[config.mk]
export PLATFORM = sky130hd
export DESIGN_NAME = rns_stream_convert
export DESIGN_NICKNAME = d
export VERILOG_FILES = /design/src/rtl/rns_stream_convert.sv
export SDC_FILE = /design/constraint.sdc
export NUM_CORES = 1
export LEC_CHECK = 0
export ABC_CLOCK_PERIOD_IN_PS = 6500
export BUFFER_PORTS_ARGS = -buffer_cell sky130_fd_sc_hd__buf_2
export CAP_MARGIN = 20
export CORE_MARGIN = 2
export CORE_UTILIZATION = 24
export DETAILED_ROUTE_END_ITERATION = 10
export GPL_TIMING_DRIVEN = 0
export PLACE_DENSITY = 0.44
export SLEW_MARGIN = 20
export SYNTH_ARGS = -nofsm -noshare
export SYNTH_HDL_FRONTEND = slang
export SYNTH_SLANG_ARGS = --single-unit
export TNS_END_PERCENT = 30
[constraint.sdc]
create_clock -name clk -period 6.5 [get_ports clk]
set_clock_uncertainty 0.2 [all_clocks]
set_input_delay 0.975 -clock clk [delete_from_list [all_inputs] [get_ports clk]]
set_output_delay 0.975 -clock clk [all_outputs]
set_load 0.02 [all_outputs]
[src/rtl/rns_stream_convert.sv]
// rns_stream_convert: streams signed coefficients through an external modular reducer into per-modulus residues; define RNS_ERROR_ADD_EN to add a sign-magnitude error term
module rns_stream_convert #(
    parameter int N           = 8192,
    parameter int LOGN        = 13,
    parameter int LOGQ        = 54,
    parameter int NUM_MOD     = 4,
    parameter int LOGM        = 2,
    parameter int IW          = 64,
    parameter int EW          = 6,
    parameter int BRAM_RD_LAT = 2,
    parameter int RED_LAT     = 13
) (
    input  logic                    clk,
    input  logic                    rst,
    input  logic                    start,
    input  logic [LOGM:0]           mod_count,
    input  logic [NUM_MOD*LOGQ-1:0] q_table,
    output logic                    busy,
    output logic                    done,
    output logic [LOGN-1:0]         in_rd_addr,
    input  logic [IW-1:0]           in_rd_data,
    output logic [LOGN-1:0]         err_rd_addr,
    input  logic [EW-1:0]           err_rd_data,
    output logic [IW-1:0]           red_in,
    output logic [LOGM-1:0]         red_sel,
    input  logic [LOGQ-1:0]         red_out,
    output logic [LOGN-1:0]         out_wr_addr,
    output logic [LOGM-1:0]         out_wr_sel,
    output logic [LOGQ-1:0]         out_wr_data,
    output logic                    out_wr_en
);
    localparam int P     = BRAM_RD_LAT + RED_LAT + 4;
    localparam int AGE_B = BRAM_RD_LAT + 1 + RED_LAT;
    localparam int AGE_D = P - 1;
    localparam logic [LOGM:0]   MC_MAX    = (LOGM + 1)'(NUM_MOD);
    localparam logic [LOGN-1:0] LAST_ADDR = LOGN'(N - 1);

    typedef enum logic [1:0] {IDLE, RUN, DRAIN} state_t;
    state_t state, state_nx;

    logic [LOGM:0]     mc;
    logic [LOGM-1:0]   sel;
    logic              last_issue;
    logic [P:1]        vld_p;
    logic [LOGN-1:0]   addr_p [1:P];
    logic [LOGM-1:0]   sel_p  [1:P];
    logic [RED_LAT:0]  sgn_p;
    logic [LOGQ-1:0]   q_b, q_d, m_nx, ev_nx, m_b, ev_b;
    logic [LOGQ:0]     s_c, s_sub;

    assign last_issue = state == RUN && in_rd_addr == LAST_ADDR && {1'b0, sel} == mc - 1'b1;

    // state register
    always_ff @(posedge clk) begin
        if (rst) state <= IDLE;
        else     state <= state_nx;
    end

    // next state and status; done is the first DRAIN cycle with an empty pipeline
    always_comb begin
        state_nx = state;
        busy     = 1'b0;
        done     = 1'b0;
        state_nx = state == IDLE ? (start ? RUN : IDLE) :
                   state == RUN  ? (last_issue ? DRAIN : RUN) :
                   (vld_p == '0 ? IDLE : DRAIN);
        busy     = state != IDLE;
        done     = state == DRAIN && vld_p == '0;
    end

    // read issue counters: coefficient index inner, modulus index outer, hold after last issue
    always_ff @(posedge clk) begin
        if (rst) begin
            in_rd_addr <= '0;
            sel        <= '0;
            mc         <= MC_MAX;
        end else if (state == IDLE && start) begin
            in_rd_addr <= '0;
            sel        <= '0;
            mc         <= (mod_count == '0 || mod_count > MC_MAX) ? MC_MAX : mod_count;
        end else if (state == RUN && !last_issue) begin
            in_rd_addr <= in_rd_addr == LAST_ADDR ? '0 : in_rd_addr + 1'b1;
            sel        <= in_rd_addr == LAST_ADDR ? sel + 1'b1 : sel;
        end
    end

    // index/valid delay line; element k holds what was issued k cycles ago
    always_ff @(posedge clk) begin
        if (rst) begin
            vld_p <= '0;
            for (int i = 1; i <= P; i++) begin
                addr_p[i] <= '0;
                sel_p[i]  <= '0;
            end
        end else begin
            vld_p     <= {vld_p[P-1:1], state == RUN};
            addr_p[1] <= in_rd_addr;
            sel_p[1]  <= sel;
            for (int i = 2; i <= P; i++) begin
                addr_p[i] <= addr_p[i-1];
                sel_p[i]  <= sel_p[i-1];
            end
        end
    end

    // stage A: magnitude to the reducer, sign carried alongside the reducer latency
    always_ff @(posedge clk) begin
        red_in <= in_rd_data[IW-1] ? -in_rd_data : in_rd_data;
        sgn_p  <= {sgn_p[RED_LAT-1:0], in_rd_data[IW-1]};
    end

    assign red_sel = sel_p[BRAM_RD_LAT+1];
    assign q_b     = q_table[sel_p[AGE_B]*LOGQ +: LOGQ];
    assign q_d     = q_table[sel_p[AGE_D]*LOGQ +: LOGQ];
    assign m_nx    = (sgn_p[RED_LAT] && red_out != '0) ? q_b - red_out : red_out;

`ifdef RNS_ERROR_ADD_EN
    logic [LOGQ-1:0] e_mag;
    assign e_mag       = LOGQ'(err_rd_data[EW-2:0]);
    assign ev_nx       = e_mag == '0 ? '0 : (err_rd_data[EW-1] ? q_b - e_mag : e_mag);
    assign err_rd_addr = addr_p[RED_LAT+1];
`else
    logic unused_err;
    assign unused_err  = ^err_rd_data;
    assign ev_nx       = '0;
    assign err_rd_addr = '0;
`endif

    assign s_sub = s_c - {1'b0, q_d};

    // stages B, C, D: sign fix-up and error map, wide add, conditional subtract
    always_ff @(posedge clk) begin
        m_b         <= m_nx;
        ev_b        <= ev_nx;
        s_c         <= {1'b0, m_b} + {1'b0, ev_b};
        out_wr_data <= s_c >= {1'b0, q_d} ? s_sub[LOGQ-1:0] : s_c[LOGQ-1:0];
    end

    assign out_wr_en   = vld_p[P];
    assign out_wr_addr = addr_p[P];
    assign out_wr_sel  = sel_p[P];
endmodule

-- Word level (Yosys, flattened, before mapping)
Memory sizes are Yosys's and may differ from the RTL's.
Cells that the tools add are included.
- flip-flop bits (word level): 279
- bits in writable memories: 285
- input port bits: 346
- output and inout port bits: 164
- word-level logic and storage cells: 133
- memories: 2
- $add $sub $neg: 6
- $mul: 2
- order comparisons: 2
- eq/ne operators: 4
- shifts and indexed selects: 2
- muxes and demuxes: 51
- bitwise operators: 38
- reductions and logical operators: 15
- memory list (name ; depth ; bits a word ; rd ports ; clocked after memory_dff ; wr ports ; RTL line ; source):
    addr_p ; 19 ; 13 ; 19 ; 0 ; 19 ; 45 ; logic [LOGN-1:0] addr_p [1:P];
    sel_p ; 19 ; 2 ; 19 ; 0 ; 19 ; 46 ; logic [LOGM-1:0] sel_p [1:P];
- operator list (kind ; number):
    216-bit by 9-bit variable part select with 54-bit output ; 2
    13-bit two-way mux ; 20
    54-bit two-way mux ; 2
    54-bit subtractor ; 2
    64-bit negation ; 1
    63-bit two-way mux ; 1
    54-bit >= comparator ; 1
    54-bit nonzero test ; 1
    2-bit two-way mux ; 23
    1-bit bitwise OR ; 38
    19-bit zero test ; 1
    2-bit by 5-bit multiplier with 7-bit output (second input constant) ; 2
    13-bit by 1-bit adder with 13-bit output (second input constant) ; 1
    13-bit == test (second input constant) ; 1
    1-bit logical AND ; 6
    1-bit two-way mux ; 4
    2-bit by 3-bit == test with 1-bit output ; 1
    3-bit greater-than comparator (second input constant) ; 1
    3-bit zero test ; 1
    3-bit two-way mux ; 1
    3-bit by 1-bit subtractor with 3-bit output (second input constant) ; 1
    2-bit by 1-bit adder with 2-bit output (second input constant) ; 1
    2-bit by 1-bit == test with 1-bit output (second input constant) ; 1
    2-bit == test (second input constant) ; 1
    other kinds (6) ; 6

-- Depth between registers and ports, before layout
- word-level depth: 6
- depth in mapped cells: 18
- gate-level depth less buffers: 15

-- Least setup slack after synthesis
No wires, ideal clock.
- path type: reg2reg
- start: memory sel_p[18][0]
- end: register out_wr_data[14]
- arrival: 4815 ps
- path slack: 1365 ps
- stages on the path, launching flop included: 17
- clock period less this slack: 5135 ps
- cell sequence: dfxtp_1 clkbuf_1 buf_1 mux4_2 ha_1 fa_1 nor2b_1 o21a_1 o21ai_0 a21oi_1 a221oi_1 a2111o_1 a21oi_1 a21o_1 clkbuf_1 buf_1 mux2_2
- RTL lines (item ; RTL line ; source):
    start: declaration ; 46 ;
    end signal: assignment ; 136 ; out_wr_data <= s_c >= {1'b0, q_d} ? s_sub[LOGQ-1:0] : s_c[LOGQ-1:0];
    end: declaration ; 29 ; output logic [LOGQ-1:0] out_wr_data,

==> flow_summary.json <==
{
  "yosys.area_share.adder_pct": 5.819,
  "clk_latency_ns": 0.64,
  "dp_hpwl_mm": 71.31,
  "post-place-ws_ns": -1.055,
  "grt_use_met2_pct": 25.55,
  "port_buffers": 490,
  "max_slew_margin_pct": 22.57,
  "grtUsageMet3_pct": 3.661,
  "grt_pass1_wl_mm": 127.2,
  "postRouteAntennaNets": 0,
  "initial_core_util_pct": 24.18,
  "r2r_setup_slack_ns": 0.24,
  "crit_top_cell": "a21oi_1",
  "ir_worst_vdd_mv": 0.1857,
  "synth_top_area_share_pct": 44.42,
  "synth_area_per_cell_um2": 9.940,
  "ys_seq_area_share_pct": 44.42,
  "internal-power_mw": 6.722,
  "synth_compound_area_share_pct": 12.34,
  "synth_area_leaders": "dfxtp_1, mux4_2, nor2b_1",
  "clkPwrFrac_pct": 39.7,
  "drtIter0Drc": 1093,
  "crit_fanout": 10,
  "hp-class": "flop to flop",
  "placed_area_um2": 29690,
  "ios": 510,
  "clock-sinks": 564,
  "slew_violations": 0,
  "die_w_um": 329.4,
  "busiest_layer": "met2",
  "drtPass1Iterations": 5,
  "die_area_um2": 108500,
  "worstSetupStartpointType": "flop",
  "nNetsFinal": 3593,
  "finalSetupViolCount": 0,
  "crit_chain": "clkbuf_4, buf_4, mux4_2, ha_1, fa_1, nor2b_1, o21a_1, o21ai_0, a21oi_1, a221oi_1, a2111o_1, a21oi_1, a21o_1, clkbuf_2, clkbuf_2, buf_2, a21oi_1",
  "hold_viol": 0,
  "htreeDepth": 3,
  "cts_buffer_depth": 3,
  "finalCritPeriodShare_pct": 96.27,
  "cts_buffers": 68,
  "outcome": "completed",
  "ys_warn_count": 0,
  "muxShareOfSynthArea_pct": 10.18,
  "slowest_stage": "mux4_2",
  "max_stage_delay_ns": 0.56,
  "ys_dominant_reg_cell": "dfxtp_1",
  "cts_root_buf": "clkbuf_16",
  "pwr-share-comb_pct": 20.9,
  "grt_pass1_vias": 19745,
  "antenna_found_initial": 15,
  "cellPowerDensity_nw_per_um2": 302.2,
  "grt.overflow.total": 0,
  "postCtsHoldBufs": 0,
  "cap_violations": 0,
  "ys_async_sr_fraction_pct": 0,
  "remaining_drc_errors": 0,
  "synthSimpleGateAreaFrac_pct": 16.86,
  "detail_route.wl_per_cell_um": 19.22,
  "cp.arrival_ns": 6.48,
  "timing.final.ws_setup_ns": 0.2422,
  "finalCriticalPeriod_ns": 6.258,
  "rsz0062_at_grt": "false",
  "synth_edf_count": 0,
  "fmax_mhz": 159.8,
  "mappedNetlistArea_um2": 25420,
  "grt_util_met1_pct": 20.72,
  "leakagePower_nw": 13.60,
  "grt_use_total_pct": 15.88,
  "criticalPathCategory": "flop to flop",
  "drive_gt1_share_pct": 24.65,
  "worst_pin_slew_ns": 1.161,
  "die_height_um": 329.4,
  "synth.most_common_cell": "dfxtp_1",
  "swShare_pct": 30.61,
  "synth_top_family_by_area": "simple AND/OR/NAND/NOR gates",
  "area_growth_pct": 26.11,
  "synthTopCellsByCount": "dfxtp_1, nor2b_1, a21oi_1",
  "rows": 119,
  "vias_per_cell": 4.399,
  "cts_tree": "done",
  "totalWireLength_mm": 87.98,
  "clkTransAtPathRegs_ns": 0.06,
  "ys_ff_latch": 564,
  "power_frac_seq_pct": 39.4,
  "critPathRequiredTime_ns": 6.72,
  "postSynthCellCount": 2557,
  "synth_cell_types": 69,
  "grt_max_degree": 14,
  "synth_xor_area_share_pct": 5.858,
  "crit_path_end_kind": "flop",
  "fin_area_um2": 32050,
  "place.gp.congestion": 0.8851,
  "synth_area_leader_cell": "dfxtp_1",
  "core_um2": 105100,
  "num_vias": 20134,
  "power_switching_mw": 2.965
}
layout make-up:
class                      instances  area [um2]
antenna                            5       12.51
buffer                           147       659.4
clock buffer                      94        1949
clock inverter                    27       350.3
fill                           11150       73070
inverter                         145       544.3
multi-input combinational       1713       13050
sequential                       564       11290
tap                             1391        1740
timing repair buffer             491        2460
cells in the final DEF (no fill, tap or decap), types with 17 or more instances in the layout:
cell type / netlist / routed
nor2_1: 104 / 104
o21ai_0: 137 / 137
xor2_1: 49 / 49
nand2_1: 148 / 148
clkbuf_1: 114 / 115
nor2b_1: 320 / 320
ha_1: 115 / 115
nor4_1: 24 / 24
dfxtp_1: 564 / 564
or3_1: 17 / 17
o21bai_1: 18 / 18
a21oi_1: 165 / 165
o31ai_1: 23 / 23
nor3_1: 20 / 20
inv_1: 145 / 145
mux4_2: 108 / 108
nand3_1: 37 / 37
nand2b_1: 17 / 17
buf_2: 1 / 499
nand4_1: 35 / 35
xnor2_1: 121 / 121
clkbuf_16: 0 / 68
a21o_1: 69 / 69
a31oi_1: 21 / 21
critical path: cells and delay by family (launching register included):
family | cells | cell delay, ns
compound gates | 8 | 2.47
fa+ha+maj | 2 | 0.62
buf+inv | 5 | 1.72
flops | 1 | 0.31
mux | 1 | 0.56
simple gates | 1 | 0.13
power by group through the flow:
stage | registers (mW) | clock network, mW | logic, mW
6_report | 3.82 | 3.85 | 2.02
3_3_place_gp | 3.89 | 0 | 2.02
5_1_grt | 3.84 | 4.13 | 2.20
2_1_floorplan | 4.08 | 0 | 1.05
4_1_cts | 3.82 | 4.00 | 2.03
3_5_place_dp | 3.90 | 0 | 2.02
sequential cells by signal (all words and copies together), names as in the netlist:
register / flops
addr_p: 247
red_in: 64
m_b: 54
out_wr_data: 54
s_c: 54
sel_p: 38
vld_p: 19
sgn_p: 14
in_rd_addr: 13
mc: 3
sel: 2
state: 2
what timing repair did:
action                                  in CTS  in global routing
endpoints found under the setup margin      55                 10
buffers inserted                             0                  0
resized for setup                           17                  5
hold endpoints to repair                     0                  0
metal layers:
| layer | vias up | wire length, um | share of wire (%) |
|---|---|---|---|
| met5 | - | 57 | 0.065 |
| met4 | 10 | 2451 | 2.8 |
| met3 | 127 | 6037 | 6.9 |
| met2 | 582 | 39960 | 45 |
| met1 | 9383 | 39480 | 45 |
| li1 | 10032 | - | - |
path summary, 6_finish.rpt:
kind                      startpoint                      to  depth (start not counted)
max          sel_p[18][0]$_SDFF_PP0_  out_wr_data[0]$_DFF_P_                         17
min                   m_b[4]$_DFF_P_          s_c[4]$_DFF_P_                          0
max reg2reg  sel_p[18][0]$_SDFF_PP0_  out_wr_data[0]$_DFF_P_                         17
min reg2reg           m_b[4]$_DFF_P_          s_c[4]$_DFF_P_                          0
per-stage QoR:
stage	TNS (ns)	hold WS, ns	power (mW)	utilization, %	std cells
2_1_floorplan	0	0.1096	5.133	-	2569
4_1_cts	0	0.1107	9.848	30.47	4572
6_report	0	0.1026	9.687	30.49	4577
3_5_place_dp	-33.48	0.1121	5.912	28.25	4451
5_1_grt	0	0.1185	10.17	30.49	4575
3_3_place_gp	-100.90	0.1103	5.916	28.21	4450
cells by family after synthesis:
logic type | count (synthesis)
AO/OA/AOI/OAI | 511
XOR/XNOR | 170
adder cells (fa/ha/maj) | 117
buffers and inverters | 292
flip-flops | 564
multiplexers | 122
other | 1
AND/OR/NAND/NOR | 780
Note: power is estimated with default switching activity, not from simulation.
